[src/rtl/multi_ch_ctrl_fsm.sv]
// multi_ch_ctrl_fsm
//   Sequences a start/done handshake across NCH datapath channels. In sequential
//   mode the channels are served one at a time, starting with channel 0. In
//   parallel mode all channels start together, and the operation completes once
//   every channel has reported done.
//
//   Optional feature: define MULTI_CH_CTRL_TIMEOUT_EN to enable the WAIT
//   timeout. When it fires, the FSM enters ERROR and raises a sticky error flag.
//   Without the macro, error is tied to 0 and ERROR is unreachable.
//
// Ports
//   clka      in   clock, rising edge
//   restart   in   synchronous active-high reset, highest priority
//   load      in   request an operation (accepted in IDLE or ERROR only)
//   mode      in   0 = sequential, 1 = parallel (latched with load)
//   done      in   [NCH] per-channel completion from the datapaths
//   start     out  [NCH] per-channel start, one cycle per START visit
//   state     out  [3] IDLE=0 START=1 WAIT=2 FIN=3 ERROR=4
//   cur_ch    out  [CW] channel being served in sequential mode
//   busy      out  high while state is START or WAIT
//   complete  out  one-cycle pulse when the operation finishes
//   error     out  timeout flag (0 unless the timeout feature is built in)
//
// start and complete are registered decodes of the state being left, so each
// appears one cycle after the state that produces it. busy and error are
// registered alongside the state, so they always agree with the state output.
module multi_ch_ctrl_fsm #(
  parameter int unsigned NCH     = 4,
  parameter int unsigned CW      = 2,
  parameter int unsigned TO_W    = 8,
  parameter int unsigned TIMEOUT = 200
) (
  input  logic           clka,
  input  logic           restart,
  input  logic           load,
  input  logic           mode,
  input  logic [NCH-1:0] done,
  output logic [NCH-1:0] start,
  output logic [2:0]     state,
  output logic [CW-1:0]  cur_ch,
  output logic           busy,
  output logic           complete,
  output logic           error
);

  typedef enum logic [2:0] {
    StIdle  = 3'd0,
    StStart = 3'd1,
    StWait  = 3'd2,
    StFin   = 3'd3,
    StError = 3'd4
  } state_e;

  if (NCH < 1 || NCH > 16 || TIMEOUT < 1 || TIMEOUT > (2 ** TO_W) - 1) begin : g_param_check
    $error("multi_ch_ctrl_fsm: illegal NCH/TIMEOUT/TO_W combination");
  end

  state_e         state_q;
  logic           mode_q;
  logic [CW-1:0]  cur_ch_q;
  logic [NCH-1:0] done_seen_q;
  logic [NCH-1:0] start_q;
  logic           busy_q;
  logic           complete_q;

  logic [NCH-1:0] ch_onehot;
  logic           last_ch;
  logic           wait_exit;

  always_comb begin
    ch_onehot           = '0;
    ch_onehot[cur_ch_q] = 1'b1;
    last_ch             = (cur_ch_q == CW'(NCH - 1));
    // Parallel completion includes this cycle's done bits, so a final bit
    // does not have to be accumulated first.
    wait_exit           = mode_q ? (&(done_seen_q | done)) : done[cur_ch_q];
  end

`ifdef MULTI_CH_CTRL_TIMEOUT_EN
  logic [TO_W-1:0] to_cnt_q;
  logic            error_q;
`endif

  always_ff @(posedge clka) begin
    if (restart) begin
      state_q     <= StIdle;
      mode_q      <= 1'b0;
      cur_ch_q    <= '0;
      done_seen_q <= '0;
      start_q     <= '0;
      busy_q      <= 1'b0;
      complete_q  <= 1'b0;
`ifdef MULTI_CH_CTRL_TIMEOUT_EN
      to_cnt_q    <= '0;
      error_q     <= 1'b0;
`endif
    end else begin
      start_q    <= '0;
      complete_q <= 1'b0;
      case (state_q)
        StIdle: begin
          if (load) begin
            mode_q  <= mode;
            state_q <= StStart;
            busy_q  <= 1'b1;
          end
        end
        StStart: begin
          start_q <= mode_q ? '1 : ch_onehot;
          state_q <= StWait;
`ifdef MULTI_CH_CTRL_TIMEOUT_EN
          to_cnt_q <= '0;
`endif
        end
        StWait: begin
          if (mode_q) begin
            done_seen_q <= done_seen_q | done;
          end
          if (wait_exit) begin
            if (mode_q || last_ch) begin
              state_q <= StFin;
              busy_q  <= 1'b0;
            end else begin
              cur_ch_q <= cur_ch_q + 1'b1;
              state_q  <= StStart;
            end
          end
`ifdef MULTI_CH_CTRL_TIMEOUT_EN
          // Completion in the same cycle as the limit takes precedence.
          else if (to_cnt_q == TO_W'(TIMEOUT - 1)) begin
            state_q <= StError;
            busy_q  <= 1'b0;
            error_q <= 1'b1;
          end else begin
            to_cnt_q <= to_cnt_q + 1'b1;
          end
`endif
        end
        StFin: begin
          complete_q  <= 1'b1;
          cur_ch_q    <= '0;
          done_seen_q <= '0;
          state_q     <= StIdle;
        end
`ifdef MULTI_CH_CTRL_TIMEOUT_EN
        StError: begin
          if (load) begin
            error_q     <= 1'b0;
            cur_ch_q    <= '0;
            done_seen_q <= '0;
            mode_q      <= mode;
            state_q     <= StStart;
            busy_q      <= 1'b1;
          end
        end
`endif
        default: begin
          state_q <= StIdle;
          busy_q  <= 1'b0;
        end
      endcase
    end
  end

  assign start    = start_q;
  assign state    = state_q;
  assign cur_ch   = cur_ch_q;
  assign busy     = busy_q;
  assign complete = complete_q;
`ifdef MULTI_CH_CTRL_TIMEOUT_EN
  assign error    = error_q;
`else
  assign error    = 1'b0;
`endif

endmodule

[config.mk]
export PLATFORM = sky130hd
export DESIGN_NAME = multi_ch_ctrl_fsm
export DESIGN_NICKNAME = d
export VERILOG_FILES = /design/src/rtl/multi_ch_ctrl_fsm.sv
export SDC_FILE = /design/constraint.sdc
export NUM_CORES = 1
export LEC_CHECK = 0
export ABC_AREA = 1
export BUFFER_PORTS_ARGS = -buffer_cell sky130_fd_sc_hd__buf_2
export CAP_MARGIN = 20
export CORE_UTILIZATION = 44
export CTS_BUF_LIST = sky130_fd_sc_hd__clkbuf_16
export CTS_CLUSTER_SIZE = 14
export DETAILED_ROUTE_END_ITERATION = 7
export HOLD_SLACK_MARGIN = 0.05
export PLACE_DENSITY = 0.69
export RECOVER_POWER = 100
export SYNTH_ARGS = -nofsm -noshare
export SYNTH_HDL_FRONTEND = slang
export SYNTH_SLANG_ARGS = --single-unit
[constraint.sdc]
create_clock -name clka -period 1.7 [get_ports clka]
set_clock_uncertainty 0.15 [all_clocks]
set_input_delay 0.17 -clock clka [delete_from_list [all_inputs] [get_ports clka]]
set_output_delay 0.17 -clock clka [all_outputs]
set_load 0.01 [all_outputs]
==> results of run 1 <==
-- layer usage --
metal / wire (microns) / share of wire / global-route usage
met1: 606 / 0.42 / 0.187
met2: 710 / 0.50 / 0.302
met3: 79 / 0.055 / 0.0776
met4: 34 / 0.024 / 0.100
met5: 0 / 0 / 0
-- power breakdown --
group	internal, mW	switching, mW
clock	0.313	0.138
sequential	0.382	0.0391
combinational	0.0792	0.126
-- flip-flops by register name, indices dropped and copies added (netlist names) --
| name | count |
|---|---|
| done_seen_q | 4 |
| cur_ch | 2 |
| complete | 1 |
| state | 2 |
| start | 4 |
| mode_q | 1 |
| busy | 1 |
-- cells in the final DEF (no fill, tap or decap) --
| cell | count |
|---|---|
| sky130_fd_sc_hd__inv_4 | 1 |
| sky130_fd_sc_hd__dfxtp_1 | 15 |
| sky130_fd_sc_hd__nand2_2 | 1 |
| sky130_fd_sc_hd__clkinv_1 | 1 |
| sky130_fd_sc_hd__inv_1 | 7 |
| sky130_fd_sc_hd__inv_2 | 4 |
| sky130_fd_sc_hd__o211ai_1 | 1 |
| sky130_fd_sc_hd__clkinv_2 | 1 |
| sky130_fd_sc_hd__dlygate4sd3_1 | 2 |
| sky130_fd_sc_hd__a21oi_1 | 10 |
| sky130_fd_sc_hd__nand4_1 | 1 |
| sky130_fd_sc_hd__buf_4 | 1 |
| sky130_fd_sc_hd__ha_1 | 4 |
| sky130_fd_sc_hd__o21ai_1 | 1 |
| sky130_fd_sc_hd__nor2_4 | 2 |
| sky130_fd_sc_hd__nand2_1 | 17 |
| sky130_fd_sc_hd__clkbuf_1 | 11 |
| sky130_fd_sc_hd__o21ai_2 | 1 |
| sky130_fd_sc_hd__clkbuf_16 | 3 |
| sky130_fd_sc_hd__conb_1 | 2 |
| sky130_fd_sc_hd__buf_2 | 7 |
| sky130_fd_sc_hd__or2_0 | 1 |
| sky130_fd_sc_hd__nand3_1 | 9 |
| sky130_fd_sc_hd__o21ai_0 | 2 |
| sky130_fd_sc_hd__nor2_1 | 14 |
-- final cells by class --
cell class	instances	area (sq um)	share of cell area
clock buffers	3	75.1	0.0837
clock inverters	1	5.00	0.00558
inverters	13	51.3	0.0572
multi-input cells	66	342	0.381
flip-flops and latches	15	300	0.335
well taps	16	20.0	0.0223
repair buffers	21	104	0.116
-- synth_stat cells --
master,count,area [sq um]
sky130_fd_sc_hd__o211ai_1,1,7.51
sky130_fd_sc_hd__o21ai_1,1,5.00
sky130_fd_sc_hd__o21ai_2,1,8.76
sky130_fd_sc_hd__nor2_1,14,52.6
sky130_fd_sc_hd__nor2_4,2,22.5
sky130_fd_sc_hd__inv_1,7,26.3
sky130_fd_sc_hd__buf_4,3,22.5
sky130_fd_sc_hd__clkinv_1,1,3.75
sky130_fd_sc_hd__buf_6,1,11.3
sky130_fd_sc_hd__nand2_2,2,12.5
sky130_fd_sc_hd__o21ai_0,2,10.0
sky130_fd_sc_hd__inv_4,1,6.26
sky130_fd_sc_hd__nand2_1,16,60.1
sky130_fd_sc_hd__a21oi_1,10,50.1
sky130_fd_sc_hd__conb_1,1,3.75
sky130_fd_sc_hd__ha_1,4,50.1
sky130_fd_sc_hd__nand3_1,9,45.0
sky130_fd_sc_hd__or2_0,1,6.26
sky130_fd_sc_hd__nand4_1,1,6.26
sky130_fd_sc_hd__dfxtp_1,15,300
sky130_fd_sc_hd__inv_2,4,15.0
-- critical path: cells and delay by family (launching register included) --
family	cells	cell delay, ps
AO/OA/AOI/OAI	2	240
AND/OR/NAND/NOR	5	450
flip-flops	1	470
buffers and inverters	1	100
-- repair_timing --
action | 4_1_cts | 5_1_grt
endpoints found under the hold margin | 6 | 0
hold buffers | 2 | 0
resized for setup | 0 | 0
-- logic make-up after synthesis --
kind of cell,after synthesis,synth area share
buf+inv,17,0.117
fa+ha+maj,4,0.0690
flops,15,0.414
simple gates,45,0.283
compound gates,15,0.112
other cells,1,0.00517
-- final timing paths --
kind	start	end	slack, ps	cells after the start
max	cur_ch[0]	cur_ch[1]	210	8
max reg2reg	cur_ch[0]	cur_ch[1]	210	8
min	done[0]	done_seen_q[0]	60	3
min reg2reg	done_seen_q[2]	done_seen_q[2]	300	2
==> key figures, run 1 <==
Global route
  – Overflow left after global routing: 0
  – GRT Total Usage: 0.180
  – Antenna violations before repair: 0
  – Wire length of the first global-routing pass: 2350 microns
  – Maximum number of pins on one net before global-route repair: 10
  – Via count of the first global-routing pass: 595

Place
  – Count of port buffers added during placement: 17
  – Detail Placement HPWL: 1080 microns
  – Minimum setup slack after placement: 293 ps
  – Placed Area: 816 sq um
  – Weighted congestion reported at the end of routability-driven placement: 0.817
  – Cell total after placement: 129

Hold path
  – Min-delay worst type: input pin to flip-flop

Setup path
  – CP required: 1720 ps
  – Most frequent cell on the critical path: sky130_fd_sc_hd__nand2_1
  – Worst setup EP type: flip-flop
  – Worst-path maximum fanout: 8
  – Max stage delay on crit path: 470 ps
  – Cell with the largest stage delay on the worst path: sky130_fd_sc_hd__dfxtp_1
  – Critical path class: flip-flop to flip-flop
  – Cells along the critical path: inv_2 -> nand2_1 -> nand3_1 -> o21ai_1 -> nand2_1 -> nand2_1 -> nand4_1 -> a21oi_1
  – Data arrival time of the worst path: 1500 ps
  – Critical Path Source Type: flip-flop

Pwr
  – Worst-case vdd ir drop: 0.682 mV
  – Ratio of total power to cell area: 1200 mW/mm^2
  – Final Power: 1.08 mW
  – Static leakage power: 0.395 nW

Cells and area
  – Final Util: 0.589
  – Fill count: 158
  – Number of standard cells in the layout, taps in and fillers out: 135
  – Fraction of layout instances using a drive strength above 1: 0.176
  – Area growth from synthesis to layout: 23.6%
  – Final instance area: 897 sq um
  – Final antenna diode count: 0
  – Number of nets in the layout: 132

Floorplan
  – Area of the die: 0.00182 sq mm
  – Chip Width: 42.6 microns
  – Initial core utilization: 0.476
  – Core region area: 0.00152 sq mm
  – Placement Rows: 14
  – I/O Pins: 20
  – Die height: 42.6 microns

Drt
  – Number of nets with antenna violations after detailed routing: 0
  – Routed WL: 1430 microns
  – Iteration count of the initial detailed-routing pass: 4
  – Post-detailed-route wirelength per cell: 10.6 microns
  – Routed vias/inst: 4.97
  – DRC: 0
  – DRT iter0 DRCs: 6
  – DR vias: 671

STA
  – Final critical-path share of the clock period: 0.876
  – Setup TNS Final: 0 ps
  – Worst hold slack across all endpoints: 61.0 ps
  – Unrepaired setup endpoints after global routing: no
  – Final Worst Setup Slack: 211 ps
  – Number of hold violations in the final report: 0
  – Fin crit period: 1490 ps
  – Final setup viols: 0
  – Final Max Slew Viols: 0
  – Maximum frequency from static timing analysis: 0.671 GHz

Job
  – Maximum capacitance violations: 0

Status
  – Status: completed

Logic synthesis
  – Average instance area after synthesis: 7.48 sq um
  – Total standard cell area after synthesis: 726 sq um
  – Sequential-to-total area share from yosys stat: 0.414
  – Synthesis warning total: 0
  – Number of cells produced by synthesis: 97
  – Synthesized flop and latch total: 15
  – Number of different library cells in the post-synthesis netlist: 21

Clocking
  – Number of buffers inserted during clock tree synthesis: 3
  – CTS clock-pin slew for the worst setup and hold paths: 50 ps
  – TritonCTS clock tree: done
  – Sinks on Clock Net: 15
  – H-tree depth: 1
  – Root cell of the clock tree: sky130_fd_sc_hd__clkbuf_16
  – Number of buffers between clock root and the deepest sink: 2
  – Clk Latency, worst-skew pair: 250 ps
  – Count of buffers added by post-CTS timing repair for setup: 0
(Power assumes the default switching activity.)
==> run 2, diff against run 1 <==
==> constraint.sdc (replaced) <==
create_clock -name clka -period 1.7 [get_ports clka]
set_clock_uncertainty 0.15 [all_clocks]
set_input_delay 0.17 -clock clka [delete_from_list [all_inputs] [get_ports clka]]
set_output_delay 0.17 -clock clka [all_outputs]
set_load 0.005 [all_outputs]
==> run 2 against run 1 <==
Compared with the run above: sequential power about the same; clock power hardly changed; via count down 0.15%; fmax rose by 0.17%.
==> key figures, run 2 (synthesis results as in run 1) <==
Place
  – Detail Placement HPWL: 1080 microns (unchanged)
  – Placed Area: 816 sq um (unchanged)
  – Count of port buffers added during placement: 17 (unchanged)
  – Weighted congestion reported at the end of routability-driven placement: 0.817 (unchanged)

STA
  – Final critical-path share of the clock period: 0.875 (was 0.876)
  – Worst hold slack across all endpoints: 61.0 ps (about the same)
  – Final Max Slew Viols: 0 (unchanged)
  – Unrepaired setup endpoints after global routing: no (unchanged)
  – Fin crit period: 1490 ps (about the same)
  – Number of hold violations in the final report: 0 (unchanged)
  – Final setup viols: 0 (unchanged)
  – Setup TNS Final: 0 ps (unchanged)
  – Maximum frequency from static timing analysis: 0.673 GHz (was 0.671 GHz)

Drt
  – DRC: 0 (unchanged)
  – DRT iter0 DRCs: 6 (unchanged)
  – Number of nets with antenna violations after detailed routing: 0 (unchanged)
  – Routed WL: 1430 microns (about the same)
  – Post-detailed-route wirelength per cell: 10.6 microns (about the same)
  – DR vias: 670 (was 671)
  – Iteration count of the initial detailed-routing pass: 4 (unchanged)
  – Routed vias/inst: 4.96 (was 4.97)

Setup path
  – Critical register-to-register path startpoint: cur_ch[0] (unchanged)
  – Critical path class: flip-flop to flip-flop (unchanged)
  – Cells along the critical path: inv_2 -> nand2_1 -> nand3_1 -> o21ai_1 -> nand2_1 -> nand2_1 -> nand4_1 -> a21oi_1 (unchanged)
  – Worst setup EP type: flip-flop (unchanged)
  – Critical Path Source Type: flip-flop (unchanged)
  – CP required: 1720 ps (about the same)
  – Setup slack of the worst register-to-register path: 210 ps (about the same)
  – Endpoint of the worst-slack reg-to-reg timing path: cur_ch[1] (unchanged)
  – Max stage delay on crit path: 470 ps (about the same)
  – Data arrival time of the worst path: 1500 ps (about the same)
  – Cell with the largest stage delay on the worst path: sky130_fd_sc_hd__dfxtp_1 (unchanged)
  – Most frequent cell on the critical path: sky130_fd_sc_hd__nand2_1 (unchanged)
  – Worst-path maximum fanout: 8 (unchanged)
  – Depth of the worst register-to-register path: 8 (unchanged)

Global route
  – Overflow left after global routing: 0 (unchanged)
  – Maximum number of pins on one net before global-route repair: 10 (unchanged)
  – GRT Total Usage: 0.180 (unchanged)
  – Wire length of the first global-routing pass: 2350 microns (unchanged)
  – Antenna violations before repair: 0 (unchanged)
  – Via count of the first global-routing pass: 595 (unchanged)

Clocking
  – Post-CTS Hold Fix Bufs: 2 (unchanged)
  – TritonCTS clock tree: done (unchanged)
  – Resized Gates After CTS: 0 (unchanged)
  – Root cell of the clock tree: sky130_fd_sc_hd__clkbuf_16 (unchanged)
  – Number of buffers inserted during clock tree synthesis: 3 (unchanged)
  – Sinks on Clock Net: 15 (unchanged)
  – Count of buffers added by post-CTS timing repair for setup: 0 (unchanged)
  – Clk Latency, worst-skew pair: 250 ps (about the same)
  – CTS clock-pin slew for the worst setup and hold paths: 50 ps (about the same)
  – Number of buffers between clock root and the deepest sink: 2 (unchanged)
  – H-tree depth: 1 (unchanged)

Cells and area
  – Area growth from synthesis to layout: 25.0% (was 23.6%)
  – Leading cell type in the layout, fill and taps excluded: sky130_fd_sc_hd__nand2_1 (unchanged)
  – Final instance area: 907 sq um (was 897 sq um)
  – Final Util: 0.595 (was 0.589)
  – Fill count: 153 (was 158)
  – Highest-count cells in the layout ignoring fill and taps: sky130_fd_sc_hd__nand2_1 (17), sky130_fd_sc_hd__dfxtp_1 (15), sky130_fd_sc_hd__buf_2 (15), sky130_fd_sc_hd__nor2_1 (14), sky130_fd_sc_hd__a21oi_1 (10) (was sky130_fd_sc_hd__nand2_1 (17), sky130_fd_sc_hd__dfxtp_1 (15), sky130_fd_sc_hd__nor2_1 (14), sky130_fd_sc_hd__clkbuf_1 (11), sky130_fd_sc_hd__a21oi_1 (10))
  – Final antenna diode count: 0 (unchanged)
  – Number of nets in the layout: 132 (unchanged)
  – Fraction of layout instances using a drive strength above 1: 0.244 (was 0.176)

Hold path
  – Worst min-delay path endpoint: done_seen_q[0] (unchanged)
  – Min-delay worst type: input pin to flip-flop (unchanged)
  – Number of cells on the worst hold path: 3 (unchanged)
  – Hold path start: done[0] (unchanged)

Pwr
  – Proportion of power drawn by the clock network: 0.421 (was 0.419)
  – Worst-case vdd ir drop: 0.682 mV (about the same)
  – Sw Pwr: 294 uW (was 304 uW)
  – Switching Fraction: 0.274 (was 0.282)
  – Ratio of total power to cell area: 1180 mW/mm^2 (was 1200 mW/mm^2)
  – Static leakage power: 0.428 nW (was 0.395 nW)
  – Logic gate share of total power: 0.186 (was 0.190)
  – Final Power: 1.07 mW (was 1.08 mW)
  – Design internal power: 779 uW (was 775 uW)
  – Sequential share of power: 0.392 (was 0.391)

Floorplan
  – Chip Width: 42.6 microns (unchanged)
  – Area of the die: 0.00182 sq mm (unchanged)
  – Placement Rows: 14 (unchanged)
  – Core region area: 0.00152 sq mm (unchanged)
  – Die height: 42.6 microns (unchanged)
  – Initial core utilization: 0.476 (unchanged)
  – I/O Pins: 20 (unchanged)

Status
  – Status: completed (unchanged)

Job
  – Maximum capacitance violations: 0 (unchanged)
[run 2: per-layer routing]
| layer | GRT usage | vias to the layer above | wire length (microns) |
|---|---|---|---|
| met5 | 0 | - | 0 |
| met4 | 0.100 | 0 | 34 |
| met3 | 0.0776 | 6 | 78 |
| met2 | 0.302 | 22 | 708 |
| met1 | 0.187 | 297 | 612 |
| li1 | - | 345 | - |
[run 2: final cells by class]
class                      instances  area, sq um  area share
multi-input combinational         66          342       0.377
sequential                        15          300       0.331
timing repair buffer              21          114       0.126
clock buffer                       3         75.1      0.0828
inverter                          13         51.3      0.0566
tap                               16         20.0      0.0221
clock inverter                     1         5.00     0.00552
[run 2: critical path: cells and delay by family (launching register included)]
kind | cells | cell delay (ps)
buffers and inverters | 1 | 100
AOI/OAI and AO/OA | 2 | 240
and+or+nand+nor | 5 | 440
DFF | 1 | 470
[run 2: worst max path at each step]
stage                          from         to  depth (start not counted)
after global routing      cur_ch[0]  cur_ch[1]                          8
after global placement    cur_ch[0]  cur_ch[1]                          7
after detailed placement  cur_ch[0]  cur_ch[1]                          7
after floorplan           cur_ch[0]  cur_ch[1]                          7
after CTS                 cur_ch[0]  cur_ch[1]                          8
final                     cur_ch[0]  cur_ch[1]                          8
[run 2: power groups by stage]
| stage | registers (mW) | clock network [mW] | logic (mW) |
|---|---|---|---|
| 2_1_floorplan | 0.417 | 0 | 0.153 |
| 3_3_place_gp | 0.426 | 0 | 0.201 |
| 3_5_place_dp | 0.428 | 0 | 0.201 |
| 4_1_cts | 0.422 | 0.462 | 0.207 |
| 5_1_grt | 0.427 | 0.482 | 0.228 |
| 6_report | 0.421 | 0.452 | 0.200 |
[run 2: through the flow]
step           std cells  setup slack [ps]
6_report             135               213
5_1_grt              135              56.6
4_1_cts              135               213
3_5_place_dp         129               293
3_3_place_gp         129               319
2_1_floorplan         98               398
==> run 3, diff against run 2 <==
--- a/config.mk
+++ b/config.mk
@@ -8,6 +8,7 @@
 export ABC_AREA = 1
 export BUFFER_PORTS_ARGS = -buffer_cell sky130_fd_sc_hd__buf_2
 export CAP_MARGIN = 20
+export CORE_ASPECT_RATIO = 0.8
 export CORE_UTILIZATION = 44
 export CTS_BUF_LIST = sky130_fd_sc_hd__clkbuf_16
 export CTS_CLUSTER_SIZE = 14
==> run 3 against run 2 <==
Compared with the run above: first-iteration DRC count increased by 17%; die area hardly changed; wire length rose by 1.7%; clock power fell by 2%; count of clock-buffer cells in the layout stayed put; critical path type unchanged.
==> key figures, run 3 (synthesis results as in run 1) <==
Clocking
  – CTS clock-pin slew for the worst setup and hold paths: 50 ps (about the same)
  – Root cell of the clock tree: sky130_fd_sc_hd__clkbuf_16 (unchanged)
  – Count of buffers added by post-CTS timing repair for setup: 0 (unchanged)
  – TritonCTS clock tree: done (unchanged)
  – H-tree depth: 1 (unchanged)
  – Number of buffers inserted during clock tree synthesis: 3 (unchanged)
  – Clk Latency, worst-skew pair: 240 ps (was 250 ps)
  – Number of buffers between clock root and the deepest sink: 2 (unchanged)
  – Sinks on Clock Net: 15 (unchanged)
  – Resized Gates After CTS: 0 (unchanged)

STA
  – Maximum frequency from static timing analysis: 0.675 GHz (was 0.673 GHz)
  – Final Worst Setup Slack: 218 ps (was 213 ps)
  – Number of hold violations in the final report: 0 (unchanged)
  – Final setup viols: 0 (unchanged)
  – Fin crit period: 1480 ps (was 1490 ps)
  – Unrepaired setup endpoints after global routing: no (unchanged)
  – Setup TNS Final: 0 ps (unchanged)
  – Final critical-path share of the clock period: 0.871 (was 0.875)
  – Final Max Slew Viols: 0 (unchanged)

Place
  – Detail Placement HPWL: 1110 microns (was 1080 microns)
  – Minimum setup slack after placement: 263 ps (was 293 ps)
  – Count of port buffers added during placement: 17 (unchanged)
  – Weighted congestion reported at the end of routability-driven placement: 0.803 (was 0.817)

Global route
  – Via count of the first global-routing pass: 577 (was 595)
  – Antenna violations before repair: 0 (unchanged)
  – Overflow left after global routing: 0 (unchanged)
  – GRT Total Usage: 0.208 (was 0.180)
  – Maximum number of pins on one net before global-route repair: 9 (was 10)
  – Wire length of the first global-routing pass: 2490 microns (was 2350 microns)

Job
  – Maximum capacitance violations: 0 (unchanged)

Pwr
  – Ratio of total power to cell area: 1190 mW/mm^2 (was 1180 mW/mm^2)
  – Worst-case vdd ir drop: 0.823 mV (was 0.682 mV)
  – Final Power: 1.07 mW (about the same)
  – Static leakage power: 0.405 nW (was 0.428 nW)

Hold path
  – Number of cells on the worst hold path: 3 (unchanged)
  – Min-delay worst type: input pin to flip-flop (unchanged)
  – Hold path start: done[2] (was done[0])

Setup path
  – End of the critical path: cur_ch[1] (unchanged)
  – Worst setup EP type: flip-flop (unchanged)
  – Worst-path maximum fanout: 8 (unchanged)
  – Endpoint of the worst-slack reg-to-reg timing path: cur_ch[1] (unchanged)
  – Depth of the worst register-to-register path: 7 (was 8)
  – Critical Path Source Type: flip-flop (unchanged)
  – Critical register-to-register path startpoint: cur_ch[0] (unchanged)
  – CP required: 1670 ps (was 1720 ps)
  – Critical path class: flip-flop to flip-flop (unchanged)
  – First element of the critical path: cur_ch[0] (unchanged)
  – Data arrival time of the worst path: 1450 ps (was 1500 ps)
  – Setup slack of the worst register-to-register path: 220 ps (was 210 ps)

Cells and area
  – Leading cell type in the layout, fill and taps excluded: sky130_fd_sc_hd__nand2_1 (unchanged)
  – Area growth from synthesis to layout: 23.8% (was 25.0%)
  – Final Util: 0.617 (was 0.595)
  – Fraction of layout instances using a drive strength above 1: 0.203 (was 0.244)
  – Number of nets in the layout: 131 (was 132)
  – Highest-count cells in the layout ignoring fill and taps: sky130_fd_sc_hd__nand2_1 (16), sky130_fd_sc_hd__dfxtp_1 (15), sky130_fd_sc_hd__nor2_1 (14), sky130_fd_sc_hd__a21oi_1 (10), sky130_fd_sc_hd__buf_2 (10) (was sky130_fd_sc_hd__nand2_1 (17), sky130_fd_sc_hd__dfxtp_1 (15), sky130_fd_sc_hd__buf_2 (15), sky130_fd_sc_hd__nor2_1 (14), sky130_fd_sc_hd__a21oi_1 (10))
  – Final antenna diode count: 0 (unchanged)

Floorplan
  – Die height: 38.3 microns (was 42.6 microns)
  – I/O Pins: 20 (unchanged)
  – Placement Rows: 12 (was 14)
  – Initial core utilization: 0.498 (was 0.476)
  – Area of the die: 0.00182 sq mm (about the same)
  – Chip Width: 47.4 microns (was 42.6 microns)
  – Core region area: 0.00146 sq mm (was 0.00152 sq mm)

Drt
  – DR vias: 642 (was 670)
  – Routed WL: 1460 microns (was 1430 microns)
  – Routed vias/inst: 4.62 (was 4.96)
  – Iteration count of the initial detailed-routing pass: 4 (unchanged)
  – DRC: 0 (unchanged)
  – Post-detailed-route wirelength per cell: 10.5 microns (was 10.6 microns)
  – Number of nets with antenna violations after detailed routing: 0 (unchanged)
  – DRT iter0 DRCs: 7 (was 6)

Status
  – Status: completed (unchanged)
run 3: layer usage:
layer  share of wire  GRT usage  wire length [microns]
met3           0.054     0.0896                     79
met5               0          0                      0
met2            0.45      0.305                    653
met4          0.0096      0.100                     14
met1            0.49      0.256                    712
run 3: how the worst min path moves through the flow:
stage / endpoint
4_1_cts: done_seen_q[2]
5_1_grt: done_seen_q[3]
6_report: done_seen_q[2]
3_3_place_gp: busy
3_5_place_dp: cur_ch[1]
2_1_floorplan: busy
run 3: stage by stage:
step	std cells	cell area [sq um]	hold slack, ps
global placement	134	822	270
detailed placement	134	822	277
floorplan	98	729	89.1
CTS	139	911	69.2
finish	139	898	70.0
global route	139	898	79.6
run 3: what timing repair did:
action | in CTS | in global routing
hold buffers | 1 | 0
setup endpoints to repair | 0 | 0
endpoints found under the hold margin | 5 | 0
run 3: final cells by class:
type / instances / area [sq um]
fill: 150 / 558
inverter: 13 / 51.3
tap: 21 / 26.3
multi-input combinational: 66 / 344
sequential: 15 / 300
clock inverter: 1 / 3.75
clock buffer: 3 / 75.1
timing repair buffer: 20 / 97.6
run 3: power breakdown:
group	switching, mW	internal, mW	leakage (nW)
Clock	0.133	0.310	0.0423
Combinational	0.123	0.0804	0.240
Sequential	0.0371	0.383	0.122
Total	0.293	0.773	0.405
run 3: worst max-delay path: stages, from the launching register on:
cell	delay (ps)
sky130_fd_sc_hd__dfxtp_1	380
sky130_fd_sc_hd__ha_1	230
sky130_fd_sc_hd__nor2_1	200
sky130_fd_sc_hd__nand2_1	80
sky130_fd_sc_hd__nand2_1	120
sky130_fd_sc_hd__nand2_2	90
sky130_fd_sc_hd__nand2_1	60
sky130_fd_sc_hd__a21oi_1	60
